`config.mk`:
```
export PLATFORM = sky130hd
export DESIGN_NAME = eeg_pea_eng_feeder
export DESIGN_NICKNAME = d
export VERILOG_FILES = /design/src/rtl/eeg_pea_pkg.sv /design/src/rtl/eeg_pea_feeder_buf.sv /design/src/rtl/eeg_pea_eng_feeder.sv
export SDC_FILE = /design/constraint.sdc
export NUM_CORES = 1
export LEC_CHECK = 0
export BUFFER_PORTS_ARGS = -buffer_cell sky130_fd_sc_hd__buf_2
export CAP_MARGIN = 15
export CORE_AREA = 2 2 138 107
export DETAILED_ROUTE_END_ITERATION = 12
export DIE_AREA = 0 0 140 109
export GPL_TIMING_DRIVEN = 0
export PLACE_DENSITY = 0.73
export SYNTH_ARGS = -nofsm -noshare
export SYNTH_HDL_FRONTEND = slang
export SYNTH_SLANG_ARGS = --single-unit
```
`constraint.sdc`:
```
create_clock -name clk -period 4.2 [get_ports clk]
set_input_delay 0.63 -clock clk [delete_from_list [all_inputs] [get_ports clk]]
set_output_delay 0.63 -clock clk [all_outputs]
set_load 0.1 [all_outputs]
```
`src/rtl/eeg_pea_pkg.sv`:
```
// Shared definitions for the PE engine front end: FSM encodings, the
// activation RAM entry layout and the DIN beat presented to the PE.
package eeg_pea_pkg;

  // Widths shared with the PE datapath
  localparam int PEA_ACT_DW  = 8;   // activation data width
  localparam int PEA_WEI_DW  = 8;   // weight data width
  localparam int PEA_ADD_AW  = 10;  // activation address / RAM index width
  localparam int PEA_WEI_IW  = 3;   // tap index / kernel length width
  localparam int PEA_WEI_NUM = 7;   // max kernel taps held

  // Feeder FSM encodings
  localparam logic [0:0] ST_IDLE = 1'b0;
  localparam logic [0:0] ST_RUN  = 1'b1;

  // One sparse activation RAM entry: {addr, data}
  typedef struct packed {
    logic [PEA_ADD_AW-1:0] addr;
    logic [PEA_ACT_DW-1:0] data;
  } act_entry_t;

  // One beat on the PE DIN interface
  typedef struct packed {
    logic                  act_lst;
    logic                  wei_lst;
    logic [PEA_ACT_DW-1:0] act_dat;
    logic [PEA_ADD_AW-1:0] act_add;
    logic [PEA_WEI_DW-1:0] wei_dat;
    logic [PEA_WEI_IW-1:0] wei_idx;
  } din_beat_t;

endpackage

```
`src/rtl/eeg_pea_feeder_buf.sv`:
```
// Two-entry first-word-fall-through buffer for activation RAM reads.
// It also tracks the single-cycle read in flight so the feeder only issues
// a read when occupancy plus in-flight reads stays within two entries.
module eeg_pea_feeder_buf
  import eeg_pea_pkg::*;
(
  input  logic       clk,
  input  logic       rst_n,
  input  logic       ren_p0,     // read issued to the RAM this cycle
  input  act_entry_t rdat_p1,    // RAM data, valid the cycle after ren_p0
  input  logic       pop,        // head consumed this cycle
  output logic       credit_ok,  // a new read may be issued this cycle
  output logic       head_vld,
  output act_entry_t head
);

  logic       vld_p1;
  logic [1:0] occ_q;
  logic       wr_ptr_q;
  logic       rd_ptr_q;
  logic       do_pop;
  logic [2:0] used_cnt;
  act_entry_t mem_q [2];

  assign head_vld = (occ_q != 2'd0);
  assign head     = mem_q[rd_ptr_q];
  assign do_pop   = pop && head_vld;

  // A pop in the same cycle returns its slot, so it counts toward credit
  assign used_cnt  = {1'b0, occ_q} + {2'b00, vld_p1} - {2'b00, do_pop};
  assign credit_ok = (used_cnt < 3'd2);

  // p0 -> p1: read request becomes returning data one cycle later
  always_ff @(posedge clk or negedge rst_n) begin
    if (!rst_n) begin
      vld_p1 <= 1'b0;
    end else begin
      vld_p1 <= ren_p0;
    end
  end

  // Pointer and occupancy bookkeeping for the two slots
  always_ff @(posedge clk or negedge rst_n) begin
    if (!rst_n) begin
      occ_q    <= 2'd0;
      wr_ptr_q <= 1'b0;
      rd_ptr_q <= 1'b0;
    end else begin
      if (vld_p1) begin
        wr_ptr_q <= ~wr_ptr_q;
      end
      if (do_pop) begin
        rd_ptr_q <= ~rd_ptr_q;
      end
      occ_q <= occ_q + {1'b0, vld_p1} - {1'b0, do_pop};
    end
  end

  // p1 -> buffer: capture returning RAM data into the write slot
  always_ff @(posedge clk) begin
    if (vld_p1) begin
      mem_q[wr_ptr_q] <= rdat_p1;
    end
  end

endmodule

```
`src/rtl/eeg_pea_eng_feeder.sv`:
```
// PE engine feeder: walks the sparse activation RAM and the selected taps of
// one conv kernel, emitting one DIN beat per (activation, selected tap) pair.
// Taps 1..L-1 that are zero are skipped; tap 0 is always emitted so every
// activation produces at least one beat and the PE sees its framing.
module eeg_pea_eng_feeder
  import eeg_pea_pkg::*;
#(
  parameter int DATA_ACT_DW = PEA_ACT_DW,
  parameter int DATA_WEI_DW = PEA_WEI_DW,
  parameter int ARAM_ADD_AW = PEA_ADD_AW,
  parameter int CONV_WEI_DW = PEA_WEI_IW,
  parameter int WEI_NUM     = PEA_WEI_NUM
) (
  input  logic                            clk,
  input  logic                            rst_n,
  input  logic                            CFG_START,
  input  logic [ARAM_ADD_AW:0]            CFG_ACT_NUM,
  input  logic [CONV_WEI_DW-1:0]          CFG_CONV_WEI,
  input  logic [WEI_NUM*DATA_WEI_DW-1:0]  CFG_WEI_DAT,
  output logic                            IS_IDLE,
  output logic                            DONE,
  output logic                            ARAM_REN,
  output logic [ARAM_ADD_AW-1:0]          ARAM_RADD,
  input  logic [ARAM_ADD_AW+DATA_ACT_DW-1:0] ARAM_RDAT,
  output logic                            DIN_VLD,
  input  logic                            DIN_RDY,
  output logic                            ACT_LST,
  output logic                            WEI_LST,
  output logic [DATA_ACT_DW-1:0]          ACT_DAT,
  output logic [ARAM_ADD_AW-1:0]          ACT_ADD,
  output logic [DATA_WEI_DW-1:0]          WEI_DAT,
  output logic [CONV_WEI_DW-1:0]          WEI_IDX
);

  localparam logic [ARAM_ADD_AW:0] CNT_ONE = 1;

  // Tap k is selected when it is tap 0, or lies inside the kernel and is nonzero
  function automatic logic [WEI_NUM-1:0] calc_mask(
    input logic [CONV_WEI_DW-1:0]         len,
    input logic [WEI_NUM*DATA_WEI_DW-1:0] taps
  );
    logic [WEI_NUM-1:0] m;
    m = '0;
    for (int k = 0; k < WEI_NUM; k++) begin
      if (k == 0) begin
        m[k] = 1'b1;
      end else if ((k < int'(len)) && (taps[k*DATA_WEI_DW +: DATA_WEI_DW] != '0)) begin
        m[k] = 1'b1;
      end
    end
    return m;
  endfunction

  // Highest selected tap index; this is the beat that carries WEI_LST
  function automatic logic [CONV_WEI_DW-1:0] last_sel(input logic [WEI_NUM-1:0] m);
    logic [CONV_WEI_DW-1:0] r;
    r = '0;
    for (int k = 0; k < WEI_NUM; k++) begin
      if (m[k]) begin
        r = CONV_WEI_DW'(k);
      end
    end
    return r;
  endfunction

  // Smallest selected tap index strictly above the current one
  function automatic logic [CONV_WEI_DW-1:0] next_sel(
    input logic [WEI_NUM-1:0]     m,
    input logic [CONV_WEI_DW-1:0] cur
  );
    logic [CONV_WEI_DW-1:0] r;
    logic                   found;
    r     = cur;
    found = 1'b0;
    for (int k = 0; k < WEI_NUM; k++) begin
      if (!found && m[k] && (k > int'(cur))) begin
        r     = CONV_WEI_DW'(k);
        found = 1'b1;
      end
    end
    return r;
  endfunction

  logic [0:0]                     state_q;
  logic                           done_q;
  logic [ARAM_ADD_AW:0]           act_num_q;
  logic [ARAM_ADD_AW:0]           rd_cnt_q;
  logic [ARAM_ADD_AW:0]           ent_cnt_q;
  logic [WEI_NUM-1:0]             mask_q;
  logic [CONV_WEI_DW-1:0]         last_q;
  logic [CONV_WEI_DW-1:0]         tap_q;
  logic [WEI_NUM*DATA_WEI_DW-1:0] wei_q;

  logic       run;
  logic       start_go;
  logic       ren_p0;
  logic       credit_ok;
  logic       head_vld;
  logic       din_vld;
  logic       hs;
  logic       wei_lst;
  logic       act_lst;
  logic       pop;
  logic       job_end;
  act_entry_t rdat_p1;
  act_entry_t head;
  din_beat_t  beat;

  assign run      = (state_q == ST_RUN);
  assign start_go = CFG_START && (state_q == ST_IDLE);
  assign din_vld  = run && head_vld;
  assign wei_lst  = (tap_q == last_q);
  assign act_lst  = (ent_cnt_q == (act_num_q - CNT_ONE));
  assign hs       = din_vld && DIN_RDY;
  assign pop      = hs && wei_lst;
  assign job_end  = pop && act_lst;
  assign rdat_p1  = act_entry_t'(ARAM_RDAT);

  // p0: issue the next sequential read while credit and entries remain
  assign ren_p0 = run && credit_ok && (rd_cnt_q < act_num_q);

  eeg_pea_feeder_buf u_buf (
    .clk       (clk),
    .rst_n     (rst_n),
    .ren_p0    (ren_p0),
    .rdat_p1   (rdat_p1),
    .pop       (pop),
    .credit_ok (credit_ok),
    .head_vld  (head_vld),
    .head      (head)
  );

  // Job FSM: an empty job completes from IDLE without entering RUN
  always_ff @(posedge clk or negedge rst_n) begin
    if (!rst_n) begin
      state_q <= ST_IDLE;
    end else if (start_go && (CFG_ACT_NUM != '0)) begin
      state_q <= ST_RUN;
    end else if (job_end) begin
      state_q <= ST_IDLE;
    end
  end

  // DONE pulses the cycle after the job's final handshake (or an empty start)
  always_ff @(posedge clk or negedge rst_n) begin
    if (!rst_n) begin
      done_q <= 1'b0;
    end else begin
      done_q <= (start_go && (CFG_ACT_NUM == '0)) || job_end;
    end
  end

  // Job configuration captured at start; the tap mask replaces the raw length
  always_ff @(posedge clk or negedge rst_n) begin
    if (!rst_n) begin
      act_num_q <= '0;
      mask_q    <= '0;
      last_q    <= '0;
    end else if (start_go) begin
      act_num_q <= CFG_ACT_NUM;
      mask_q    <= calc_mask(CFG_CONV_WEI, CFG_WEI_DAT);
      last_q    <= last_sel(calc_mask(CFG_CONV_WEI, CFG_WEI_DAT));
    end
  end

  // Tap values are pure data and only need to be valid while DIN_VLD is high
  always_ff @(posedge clk) begin
    if (start_go) begin
      wei_q <= CFG_WEI_DAT;
    end
  end

  // Read index, head entry index and tap pointer walk
  always_ff @(posedge clk or negedge rst_n) begin
    if (!rst_n) begin
      rd_cnt_q  <= '0;
      ent_cnt_q <= '0;
      tap_q     <= '0;
    end else if (start_go) begin
      rd_cnt_q  <= '0;
      ent_cnt_q <= '0;
      tap_q     <= '0;
    end else begin
      if (ren_p0) begin
        rd_cnt_q <= rd_cnt_q + CNT_ONE;
      end
      if (hs) begin
        if (wei_lst) begin
          tap_q     <= '0;
          ent_cnt_q <= ent_cnt_q + CNT_ONE;
        end else begin
          tap_q <= next_sel(mask_q, tap_q);
        end
      end
    end
  end

  // Buffer head -> DIN beat; fields read as zero whenever no beat is offered
  always_comb begin
    beat = '0;
    if (din_vld) begin
      beat.act_lst = act_lst;
      beat.wei_lst = wei_lst;
      beat.act_dat = head.data;
      beat.act_add = head.addr;
      beat.wei_dat = wei_q[int'(tap_q)*DATA_WEI_DW +: DATA_WEI_DW];
      beat.wei_idx = tap_q;
    end
  end

  assign IS_IDLE   = (state_q == ST_IDLE);
  assign DONE      = done_q;
  assign ARAM_REN  = ren_p0;
  assign ARAM_RADD = rd_cnt_q[ARAM_ADD_AW-1:0];
  assign DIN_VLD   = din_vld;
  assign ACT_LST   = beat.act_lst;
  assign WEI_LST   = beat.wei_lst;
  assign ACT_DAT   = beat.act_dat;
  assign ACT_ADD   = beat.act_add;
  assign WEI_DAT   = beat.wei_dat;
  assign WEI_IDX   = beat.wei_idx;

endmodule

```
==> flow_metrics.tcl, run 1 <==
set metrics [dict create \
    crit_required_ns 3.57 \
    firstDrtPassIters 9 \
    finClkSkew_ns 0.00866 \
    grt_pass1_vias 5160 \
    dp_hpwl_um 11800 \
    fp.dieW_um 140 \
    mostFrequentLayoutCells "139 x buf_2, 92 x edfxtp_1, 55 x nor2_1" \
    clkTransAtPathRegs_ns 0.06 \
    dieHeight_um 109 \
    fin_nets 842 \
    hold_class "input port to async pin" \
    portBuffers 136 \
    setup_viol 0 \
    arrival_ns 3.50 \
    ctsHoldBuffers 0 \
    layout_commonest_cell "buf_2" \
    crit_top_cell "inv_1" \
    worstMarginPinSlew_ns 0.894 \
    met2_usage_pct 37.0 \
    cts_max_path_buffers 2 \
    grt_overflow 0 \
    ff2ff_setup_slack_ns 0.46 \
    drc 8 \
    cp_slowest_cell "fa_1" \
    num_vias 5204 \
    grt_use_met1_pct 30.4 \
    drt_iter0_drc 401 \
    p_leak_nw 3.49 \
    use_met3_pct 5.14 \
    max_stage_delay_ns 0.57 \
    cap_viol_max_count 0 \
    drive_gt1_share_pct 30.9 \
    worst_slack_ns 0.0706 \
    start_util_pct 48.6 \
    final_hold_viol_count 0 \
    failed_checks "design-rule violations" \
    final.setup.tns_ns 0 \
    postRouteAntennaNets 0 \
    syn_avg_cell_area_um2 12.1 \
    fin_util_pct 60.7 \
    min_period_ns 4.13 \
    pre_cts_ws_ns -0.155 \
    dieArea_um2 15300 \
    synth_cell_types 58 \
    synthCells 563 \
    synthArstFlopShare_pct 36.1 \
    syn-num-nets 671 \
    synth.top_cell.area_share_pct 40.5 \
    antenna_found_initial 0 \
    yosysSeqAreaShare_pct 59.6 \
    grtUsageTotal_pct 22.7 \
    core.rowCount 38 \
    synthTopCellsByArea "edfxtp_1 41%, dfrtp_1 19%, nor2_1 3.0%" \
    htree_levels 4 \
    io_pins 137 \
    max_freq_mhz 242 \
    slew_violations 0 \
    synth_edf_count 92 \
    core_um2 14000 \
    grt_pass1_wl_um 26600 \
    cts_tree "yes" \
    drt-total-wl_um 16500 \
    cts-root-buf "clkbuf_16" \
    grt_max_degree 66 \
    clk_latency_ns 0.42 \
    cp_cell_sequence "o211ai_1, and4b_1, buf_6, ha_4, inv_1, ha_2, inv_1, fa_1, nand2_2, a2111oi_4, o21ai_4, inv_2, buf_12" \
    routabilityCongestion 0.946 \
    total_power_mw 3.10 \
    via_per_inst 5.61 \
    syn_to_final_growth_pct 24.9 \
    slew_headroom_pct 40.4 \
    busiest_layer "met2" \
    critical_path_class "flip-flop to primary output" \
    synthesis.area_um2 6810 \
    ys_warn_count 0 \
    synth.ff_latch_count 144 \
    fin_crit_sh_pct 98.3 \
    wire_per_inst_um 17.8 \
    numCtsBuffers 17 \
    worstSetupStartpointType "flip-flop" \
    synth_top_flop_cell "edfxtp_1" \
    critPathMaxFanout 6 \
    yosysTopAreaCell "edfxtp_1" \
    status "complete, but fails checks" \
    power_density_nw_per_um2 364 \
    cp-end-kind "primary output" \
    clock-sinks 144 \
    peakVddDrop_mv 0.310 \
    diodes 0 \
]
per-stage QoR:
step                instances  hold WS, ns  area, um^2
detailed placement        881        0.475        7740
global placement          879        0.467        7730
floorplan                 563        0.334        6820
global route              927        0.114        8510
finish                    927        0.103        8510
CTS                       916        0.370        8390
worst paths after layout:
path                                         endpoint                  startpoint  cells past startpoint
min                          ent_cnt_q[6]$_DFFE_PN0P_                       rst_n                      1
min in group clk                   wei_q[7]$_DFFE_PP_              CFG_WEI_DAT[7]                      1
max                                          ARAM_REN    u_buf.occ_q[1]$_DFF_PN0_                     13
max reg2reg                   rd_cnt_q[4]$_DFFE_PN0P_    u_buf.occ_q[1]$_DFF_PN0_                     14
max in group asynchronous    u_buf.occ_q[1]$_DFF_PN0_                       rst_n                      2
min reg2reg                u_buf.wr_ptr_q$_DFFE_PN0P_  u_buf.wr_ptr_q$_DFFE_PN0P_                      1
what timing repair did:
| action | CTS | global route |
|---|---|---|
| setup buffers | 5 | 10 |
| resized for setup | 6 | 8 |
| pin swaps | 2 | 4 |
| cloned | 0 | 0 |
| endpoints found under the setup margin | 1 | 1 |
synthesized netlist by cell type (2+ instances only):
cell and number:
mux2_2 9, and3_1 2, nand3_1 13, ha_1 15, nor3_1 17, a31o_2 2
o31ai_1 3, o211ai_1 6, nor4_1 14, mux2i_1 20, clkbuf_1 18, nand2_1 43
a21o_1 4, or4_1 2, xnor2_1 16, o21bai_1 2, edfxtp_1 92, mux4_2 8
dfrtp_1 52, a21oi_1 23, a221oi_1 9, a31oi_1 2, and2_1 4, and4b_1 2
xor2_1 13, nand4_1 7, a211oi_1 2, buf_4 10, a41oi_1 2, or3_1 5
buf_2 6, nor2b_1 2, inv_1 25, nand2b_1 4, nor4b_1 4, nor2_1 55
o21ai_0 29
registers in the layout, summed over array words and instances, names as in the netlist, 2 cells and up:
| signal | count |
|---|---|
| mask_q | 6 |
| rd_cnt_q | 11 |
| ent_cnt_q | 11 |
| u_buf.occ_q | 2 |
| u_buf.mem_q | 36 |
| last_q | 3 |
| tap_q | 3 |
| wei_q | 56 |
| act_num_q | 11 |
critical path: cells and delay by family, from the launching register on:
kind | cells | cell delay, ns
AOI/OAI and AO/OA | 3 | 0.85
adders and majority gates | 3 | 0.96
buffers and inverters | 5 | 0.51
DFF | 1 | 0.43
and+or+nand+nor | 2 | 0.32
layout make-up:
| class | count | area [um^2] |
|---|---|---|
| fillers | 1120 | 5520 |
| flip-flops and latches | 144 | 4070 |
| multi-input cells | 359 | 2510 |
| repair buffers | 154 | 843 |
| clock buffers | 21 | 450 |
| well taps | 180 | 225 |
| plain buffers | 32 | 174 |
| clock inverters | 11 | 140 |
| inverters | 26 | 97.6 |
where the power goes:
| group | internal (mW) | leakage, nW | switching, mW |
|---|---|---|---|
| clock network | 0.944 | 0.280 | 0.562 |
| registers | 1.51 | 1.47 | 0 |
| logic | 0.0387 | 1.74 | 0.0439 |
| total | 2.49 | 3.49 | 0.606 |
cells by family after synthesis:
group	after synthesis	share of synthesized area [%]
AND/OR/NAND/NOR	179	13.0
flip-flops	144	59.6
AO/OA/AOI/OAI	98	9.57
buffers and inverters	60	3.97
multiplexers	37	7.07
XOR/XNOR	29	3.73
adder cells (fa/ha/maj)	16	3.05
per-layer routing:
layer  part of all wire (%)  vias up
li1                       -     2414
met1                     43     2582
met2                     48      181
met3                    6.3       27
met4                    2.0        0
met5                      0        -
Power figures use the tool's default switching activity.
==> run 2: changes to the inputs <==
ABC_AREA = 1   (was default)
CORE_AREA = 2 2 144 111   (was 2 2 138 107)
DIE_AREA = 0 0 146 113   (was 0 0 140 109)
PLACE_DENSITY = 0.72   (was 0.73)
==> run 2 against run 1 <==
Effect of this change:
- the flow now finishes without violations
- clock skew is essentially flat
- critical endpoint unchanged
- first-iteration DRC count rose by 43%
- count of clock-buffer cells in the layout down 4
- worst setup slack improved by 0.18 ns
- sequential share of layout area is 2.8 points lower
- total power rose by 150%
- design area is 6.2% higher
- critical path depth is 3 higher
- hold slack improved by 0.043 ns
- routed wire length increased by 13%
- largest power group is now combinational cells
- area after synthesis is 8.6% higher
==> flow_metrics.tcl, run 2 <==
set metrics [dict create \
    layout_commonest_cell "nand2_1" \
    grt_overflow 0 \
    cap_viol_max_count 0 \
    slew_headroom_pct 37.0 \
    io_pins 137 \
    synth_cell_types 38 \
    hold_class "input port to async pin" \
    total_power_mw 7.71 \
    grtUsageTotal_pct 23.5 \
    syn_to_final_growth_pct 22.0 \
    yosys-top-cells-count "224 x nand2_1, 92 x edfxtp_1, 84 x nor2_1" \
    worstSetupStartpointType "flip-flop" \
    cp-end-kind "primary output" \
    slew_violations 0 \
    use_met3_pct 6.37 \
    core.rowCount 39 \
    antenna_found_initial 1 \
    synth.ff_latch_count 144 \
    grt_pass1_vias 5815 \
    synthArstFlopShare_pct 36.1 \
    clkTransAtPathRegs_ns 0.06 \
    syn-num-nets 932 \
    numCtsBuffers 17 \
    drive_gt1_share_pct 22.5 \
    htree_levels 4 \
    yosysTopAreaCell "edfxtp_1" \
    clock-sinks 144 \
    fp.dieW_um 146 \
    cp_cell_sequence "buf_6, xnor2_1, nand3_2, nor2_4, ha_1, inv_1, ha_1, inv_1, fa_1, inv_1, nor2_1, nor4_4, inv_2, nor3_4, buf_6, buf_12" \
    critical_path_class "flip-flop to primary output" \
    routabilityCongestion 0.949 \
    power_density_nw_per_um2 854 \
    cts_max_path_buffers 2 \
    diodes 0 \
    setup_viol 0 \
    met2_usage_pct 35.3 \
    p_leak_nw 4.18 \
    critPathLaunch "tap_q[2]$_DFFE_PN0P_" \
    dieArea_um2 16500 \
    ctsHoldBuffers 0 \
    drc 0 \
    grt_max_degree 66 \
    cp_slowest_cell "dfrtp_1" \
    start_util_pct 49.3 \
    synthTopCellsByArea "edfxtp_1 37%, dfrtp_1 18%, nand2_1 11%" \
    crit_buf_inv 7 \
    whs_ns 0.146 \
    synth.most_common_cell "nand2_1" \
    syn_avg_cell_area_um2 8.98 \
    fin_crit_sh_pct 94.0 \
    cts_tree "yes" \
    num_vias 6249 \
    largest_reg_flops 56 \
    max_freq_mhz 253 \
    postRouteAntennaNets 0 \
    drt-total-wl_um 18700 \
    reg2reg_from "tap_q[2]$_DFFE_PN0P_" \
    busiest_layer "met2" \
    max_stage_delay_ns 0.37 \
    synth.top_cell.area_share_pct 37.3 \
    crit_family "simple AND/OR/NAND/NOR gates" \
    top_regs "wei_q x56, u_buf.mem_q x36" \
    dieHeight_um 113 \
    dp_hpwl_um 13700 \
    worstMarginPinSlew_ns 0.944 \
    synthCells 824 \
    firstDrtPassIters 5 \
    cts-root-buf "clkbuf_16" \
    finClkSkew_ns 0.00882 \
    ys_warn_count 0 \
    ff2ff_setup_slack_ns 1.16 \
    peakVddDrop_mv 0.915 \
    synth_top_flop_cell "edfxtp_1" \
    min_period_ns 3.95 \
    via_per_inst 5.20 \
    final_hold_viol_count 0 \
    crit_top_cell "inv_1" \
    regMostFlops "wei_q" \
    core_um2 15000 \
    critPathMaxFanout 9 \
    synth_edf_count 92 \
    fin_nets 1092 \
    grt_use_met1_pct 34.5 \
    wire_per_inst_um 15.6 \
    drt_iter0_drc 572 \
    mostFrequentLayoutCells "224 x nand2_1, 143 x buf_2, 92 x edfxtp_1" \
    arrival_ns 3.32 \
    clk_latency_ns 0.42 \
    portBuffers 136 \
    crit_required_ns 3.57 \
    status "completed" \
    synthesis.area_um2 7400 \
    yosysSeqAreaShare_pct 54.9 \
    grt_pass1_wl_um 29900 \
    rsz0062_at_grt "no" \
]
run 2: changes by cell type after synthesis, sizes merged, moves of 11 or more:
cell	before	now
mux2i	20	0
nand2	43	230
inv	26	77
nand3	13	51
nand3b	0	11
nand4	7	20
o21ai	31	66
nor2	55	92
run 2: through the flow:
stage                     util [%]  setup slack (ns)  area (um^2)  setup TNS [ns]  cells
after detailed placement      55.7            -0.136         8370          -0.136   1166
after global placement        55.5            -0.107         8340          -0.107   1165
after global routing          60.1            0.0370         9030               0   1202
after floorplan                  -             0.535         7400               0    824
final                         60.1             0.252         9030               0   1202
after CTS                     59.9            0.0225         9000               0   1199
run 2: final timing paths:
path | endpoint | depth (start not counted)
worst min-delay path | act_num_q[2]$_DFFE_PN0P_ | 1
max in group asynchronous | tap_q[1]$_DFFE_PN0P_ | 2
min in group clk | wei_q[7]$_DFFE_PP_ | 1
worst min register to register | u_buf.wr_ptr_q$_DFFE_PN0P_ | 1
worst max-delay path | ARAM_REN | 16
worst max register to register | rd_cnt_q[8]$_DFFE_PN0P_ | 18
run 2: power by group:
group	total [mW]	switching, mW	internal, mW
sequential	2.02	0.237	1.78
combinational	4.13	3.17	0.964
clock	1.55	0.615	0.940
total	7.71	4.02	3.69
run 2: routing by layer:
metal,vias up,share of wire [%],wire length [um]
met1,2891,47,8850
met5,-,0.070,13
met4,2,0.82,153
li1,3081,-,-
met3,15,8.8,1650
met2,260,43,8040
run 2: area by class of cell:
| type | count | area [um^2] |
|---|---|---|
| Multi-Input combinational cell | 567 | 2860 |
| Inverter | 79 | 297 |
| Sequential cell | 144 | 4070 |
| Clock inverter | 15 | 180 |
| Timing Repair Buffer | 141 | 746 |
| Fill cell | 1302 | 6000 |
| Clock buffer | 17 | 425 |
| Buffer | 34 | 201 |
| Tap cell | 205 | 256 |
run 2: timing repair:
item / CTS / global route
cloned: 0 / 0
setup buffers: 1 / 3
pin swaps: 1 / 2
resized for setup: 6 / 2
endpoints found under the setup margin: 1 / 1
run 2: cell families after synthesis:
group	Yosys count	share of synthesized area, %
XOR/XNOR	20	2.37
AND/OR/NAND/NOR	429	25.9
flip-flops	144	54.9
adder cells (fa/ha/maj)	16	2.81
AO/OA/AOI/OAI	102	7.44
buffers and inverters	113	6.62
